===== config.mk =====
export PLATFORM = sky130hd
export DESIGN_NAME = bus_reader
export DESIGN_NICKNAME = d
export VERILOG_FILES = /design/src/rtl/bus_reader.sv
export SDC_FILE = /design/constraint.sdc
export NUM_CORES = 1
export LEC_CHECK = 0
export CAP_MARGIN = 10
export CORE_ASPECT_RATIO = 1.2
export CORE_UTILIZATION = 30
export CTS_CLUSTER_SIZE = 16
export DETAILED_ROUTE_END_ITERATION = 16
export PLACE_DENSITY_LB_ADDON = 0.2
export SYNTH_ARGS = -nofsm -noshare
export SYNTH_HDL_FRONTEND = slang
export SYNTH_SLANG_ARGS = --single-unit

===== constraint.sdc =====
create_clock -name clk -period 1.8 [get_ports clk]
set_input_delay 0.18 -clock clk [delete_from_list [all_inputs] [get_ports clk]]
set_output_delay 0.18 -clock clk [all_outputs]
set_load 0.02 [all_outputs]

===== src/rtl/bus_reader.sv =====
// Single-register read port for an 8x8 register bank: select, capture (with
// write forwarding), then hold the result until the consumer acknowledges.
module bus_reader (
  input  logic       clk,
  input  logic       rst,
  input  logic       req,
  input  logic [2:0] addr,
  input  logic       ack,
  output logic       rdy,
  output logic       valid,
  output logic [7:0] data_out,
  output logic [2:0] bus_sel,
  output logic       bus_en,
  input  logic [7:0] bus_data,
  input  logic       wr_load,
  input  logic [2:0] wr_sel,
  input  logic [7:0] wr_data,
  output logic [7:0] rd_count,
  output logic [1:0] state_dbg
);

  typedef enum logic [1:0] {
    IDLE    = 2'd0,
    SELECT  = 2'd1,
    CAPTURE = 2'd2,
    VALID   = 2'd3
  } state_t;

  // Handshake: a request is taken on an edge where req=1 and rdy=1; a result
  // is handed over on an edge where valid=1 and ack=1. Nothing is queued.

  state_t     state, state_nxt;
  logic [2:0] addr_q;
  logic       accept;
  logic       capture;
  logic       done;
  logic [7:0] capture_data;

  always_ff @(posedge clk or posedge rst) begin
    if (rst) begin
      state    <= IDLE;
      addr_q   <= 3'd0;
      data_out <= 8'h00;
      rd_count <= 8'h00;
    end else begin
      state <= state_nxt;
      if (accept)  addr_q   <= addr;
      if (capture) data_out <= capture_data;
      if (done)    rd_count <= rd_count + 8'd1;
    end
  end

  always_comb begin
    state_nxt = state;
    accept    = 1'b0;
    capture   = 1'b0;
    done      = 1'b0;
    case (state)
      IDLE: begin
        if (req) begin
          accept    = 1'b1;
          state_nxt = SELECT;
        end
      end
      SELECT:  state_nxt = CAPTURE;
      CAPTURE: begin
        capture   = 1'b1;
        state_nxt = VALID;
      end
      VALID: begin
        if (ack) begin
          done      = 1'b1;
          state_nxt = IDLE;
        end
      end
      default: state_nxt = IDLE;
    endcase
  end

  // A write to the register being read lands in the bank on this same edge,
  // so the bank output is stale; take the write data instead.
  always_comb begin
    capture_data = bus_data;
    if (wr_load && (wr_sel == addr_q)) capture_data = wr_data;
  end

  // addr_q only changes on accept, so bus_sel holds between reads.
  assign bus_sel   = addr_q;
  assign bus_en    = (state == SELECT) || (state == CAPTURE);
  assign rdy       = (state == IDLE);
  assign valid     = (state == VALID);
  assign state_dbg = state;

endmodule

Word-level counts from Yosys, hierarchy flattened --
Cells that the tools add are included.
Word-level totals: output and inout port bits 24, logic and storage cells 24, bits of input ports 27, flip-flop bits (word level) 21
Cells by class: equal/unequal tests 6, add/sub/neg operators 1, multiplexer cells 9, reductions and logical operators 4
Operators by type and width (number):
- 8-bit by 1-bit adder with 8-bit output (second input constant) | 1
- 8-bit 2-to-1 mux | 1
- 2-bit one-hot mux with 4 select lines | 1
- 1-bit 2-to-1 mux | 5
- 2-bit equality test (second input constant) | 2
- 2-bit 2-to-1 mux | 2
- 2-bit inequality test (second input constant) | 2
- 3-bit equality test | 1
- 2-bit by 1-bit equality test with 1-bit output (second input constant) | 1
- 2-bit logical NOT | 1
- 2-bit AND reduction | 1
- 1-bit logical AND | 1
- 1-bit logical OR | 1

Longest topological paths before layout --
word-level depth 3, mapped depth 6, depth with buffers taken out 4

Least setup slack after synthesis --
OpenSTA, ideal clock, no wires.
path type reg2reg, from register state[0] (netlist: state_dbg[0]), to register state[1] (netlist: state_dbg[1]), buffers on the path 0, setup slack 214 ps, data required time 1675 ps, period minus slack after synthesis 1586 ps, library setup time 125 ps, data arrival time 1461 ps, cell stages (with the launch flop) 5, path through dfrtp_1 ha_1 nor2b_1 a21oi_1 mux2_2
On the way: longest elaborated chain between the ends 3, elaborated cells between the ends (all ways) 8, those cells by class eq/ne: 5; mux: 1; reduce/logical: 2
RTL lines:
- start: declaration | RTL line 32 | state_t state, state_nxt;
- start signal: assignment | RTL line 46 | state <= state_nxt;
- 2-bit equality test *
- net valid | RTL line 10 | output logic valid,
- 2-bit inequality test (no source line)
- 2-bit AND reduction (no source line)
The timed path passes the listed nets; every way through them passes the cells marked *. A chain may end at the register's enable or synchronous reset.

Worst setup path in the final report --
from register addr_q[0] (netlist: bus_sel[0]), to register data_out[2]
On the way: longest elaborated chain between the ends 3
RTL lines:
- start: declaration | RTL line 33 | logic [2:0] addr_q;
- start signal: assignment | RTL line 47 | if (accept) addr_q <= addr;
- 3-bit equality test | RTL line 84 | if (wr_load && (wr_sel == addr_q)) capture_data = wr_data;
- 1-bit logical AND | RTL line 84
- 8-bit 2-to-1 mux | RTL line 84
- end signal: assignment | RTL line 48 | if (capture) data_out <= capture_data;
- end: declaration | RTL line 11 | output logic [7:0] data_out,
No other way between the ends.

==> summary.txt <==
Status
  • Status: complete, but fails checks
  • Failing checks: design-rule violations

Floorplan
  • I/O pin count: 51
  • Chip width: 57.21 um
  • CORE AREA: 0.003425 sq mm
  • Die area: 0.003905 sq mm
  • Chip height: 68.25 um
  • Core Rows: 23
  • Initial cell density of the core: 0.3204

Final layout
  • Area Growth Syn to Fin: 53.48%
  • Share of cells above drive strength 1: 0.07692
  • Post-route core utilization: 0.4918
  • Nets: 188
  • Antenna diodes: 0
  • Final cell count without fillers: 193

Power and ir drop
  • Leakage: 0.7140 nW
  • VDD IR-drop max: 0.8351 mV
  • Pwr Density: 1582 mW/mm^2

Global route
  • Overall Global Routing Usage: 0.1382
  • Largest net degree at the start of global routing: 22
  • Antenna violations before repair: 0
  • GR Overflow Total: 0
  • Vias in the first global route: 965
  • Global-route wire length before repair: 4167 um

Synthesis
  • Synthesis Warnings: 0
  • Mapped Nets: 137
  • Synth Area per Inst: 10.35 sq um
  • Number of register bits inferred by synthesis: 21
  • Post-synthesis cell type count: 21
  • Sequential-to-total area share from yosys stat: 0.4789
  • Synth Cell Area: 0.001097 sq mm
  • Mapped Cells: 106

Run
  • Maxcap violations: 0

Placement
  • Detail Placement HPWL: 1925 um
  • Dpl cells: 189
  • GP Congestion: 0.7536
  • I/O Buffers: 50
  • Pre-CTS WS: -0.1082 ns

Clock tree
  • CTS tree: built
  • Clock slew at reported path FFs: 0.07 ns
  • TritonCTS Buffers: 3
  • Clock buffer depth: 2
  • Clk_lat worst skew: 0.26 ns
  • Cts hold-fix bufs: 0
  • Clk root buf: clkbuf_8
  • Clock sink total: 21
  • Htree depth: 1

Critical path
  • RR Startpoint: bus_sel[0]
  • Worst Reg-to-Reg Cells: 3
  • Bufs and invs on worst path: 0
  • FF-to-FF End: data_out[2]
  • Worst setup path category: reg2reg
  • Crit path max-delay cell type: xor2_1
  • Crit-path leading delay family: XOR/XNOR gates
  • WP data required: 1.91 ns
  • Critical Path Sink: data_out[2]
  • Max incr delay on CP: 0.75 ns
  • Max Fanout on Critical Path: 16
  • Arrival @ worst endpoint: 1.72 ns
  • Crit path launch: bus_sel[0]
  • Crit path depth: 3
  • CP endpoint kind: register
  • R2R setup slack: 0.19 ns
  • Crit path cell chain: xor2_1 > or4_1 > a31oi_1
  • Startpoint Class: register

Timing
  • Final hold violation count: 0
  • Setup Viol. Count Final: 0
  • Post-layout minimum cycle time: 1.611 ns
  • F_max: 620.8 MHz
  • Final setup margin: 0.1892 ns
  • Final slew viol count: 0
  • Final TNS setup: 0 ns
  • RSZ-0062 raised after global routing: false
  • Final cycle utilization of the critical path: 0.8949
  • Worst hold slack: 0.2453 ns
  • Clk_skew: 0.0009715 ns
  • Tightest Pin Transition: 0.9175 ns
  • Relative max-transition margin: 0.3863

Routing
  • Vias per cell: 5.171
  • Final WL: 2563 um
  • Drt drc: 3
  • WL/cell: 13.28 um
  • DR iter-0 viols: 20
  • Antenna viol nets, final: 0
  • First-pass DRT Iterations: 10
  • Vias post-DR: 998

Min path
  • Hold WC Path Type: in2async
[cell usage in the layout, fill, tap and decap left out, drive strengths merged, types with 2 or more instances in the layout]
cell type       n
o41ai           8
mux2            5
nand2          13
a31oi           8
clkbuf          4
clkdlybuf4s50  47
ha              4
dlymetal6s2s    2
nand4           2
xor2            5
inv             5
dfrtp          21
xnor2           5
nor2           10
or4             8
buf             2
[logic make-up after synthesis]
kind of cell,Yosys count,share of synthesized area
multiplexers,5,0.05131
XOR/XNOR,10,0.07981
flip-flops,21,0.4789
AND/OR/NAND/NOR,37,0.1688
AO/OA/AOI/OAI,18,0.1231
buffers and inverters,11,0.05245
adder cells (fa/ha/maj),4,0.04561
[synthesized netlist by cell type, drive strengths merged]
master / n / area (sq um)
a21oi: 1 / 5.000
a31oi: 8 / 50.05
and3: 1 / 6.260
and4: 1 / 8.760
buf: 3 / 27.52
clkbuf: 3 / 11.26
dfrtp: 21 / 525.5
ha: 4 / 50.05
inv: 5 / 18.77
mux2: 5 / 56.30
nand2: 13 / 48.80
nand3: 1 / 5.000
nand4: 2 / 12.51
nor2: 10 / 37.54
nor2b: 1 / 6.260
o32a: 1 / 10.01
o41ai: 8 / 70.07
or4: 8 / 60.06
xnor2: 5 / 43.79
xor2: 5 / 43.79
[tightest hold or removal path, cell delays in order]
cell and delay [ns]:
clkdlybuf4s50_1 0.39, inv_1 0.05, buf_4 0.27
[per-layer routing]
metal,part of all wire,vias to the layer above,global-route usage
li1,-,485,-
met1,0.45,468,0.1630
met2,0.49,43,0.2529
met3,0.058,2,0.02647
met4,0.0082,0,0.04573
met5,0,-,0
[cell type report]
| cell class | count | area (sq um) |
|---|---|---|
| flip-flops and latches | 21 | 525.5 |
| multi-input cells | 74 | 529.3 |
| well taps | 37 | 46.29 |
| repair buffers | 52 | 519.2 |
| inverters | 5 | 18.77 |
| clock buffers | 4 | 45.04 |
| fillers | 325 | 1740 |
[where the power goes]
group	total, mW	switching [mW]	leakage (nW)	internal, mW
Clock	0.311	0.153	0.0228	0.158
Combinational	1.50	0.801	0.440	0.699
Sequential	0.855	0.181	0.251	0.673
[timing repair]
action / 4_1_cts / 5_1_grt
pin swaps: 0 / 0
buffers inserted: 0 / 0
gates resized for setup: 1 / 4
endpoints found under the setup margin: 1 / 7
[stage by stage]
stage / instance area (sq um) / total power, mW
after global placement: 1620 / 2.337
after CTS: 1664 / 2.676
after detailed placement: 1620 / 2.374
after floorplan: 1097 / 1.762
after global routing: 1684 / 2.876
final: 1684 / 2.665
[state kept, by name (all words and copies together) (netlist names)]
signal	cells
data_out	8
rd_count	8
bus_sel	3
state_dbg	2
[how the worst min path moves through the flow]
stage           startpoint     endpoint  slack [ns]  cells after the start
5_1_grt                rst  rd_count[0]        0.28                      3
3_5_place_dp   rd_count[7]  rd_count[7]        0.47                      1
6_report               rst  rd_count[5]        0.25                      3
2_1_floorplan          rst   bus_sel[0]        0.16                      1
3_3_place_gp   rd_count[7]  rd_count[7]        0.46                      1
4_1_cts                rst  data_out[0]        0.26                      3
No activity file was read; power rests on OpenSTA's default activity.
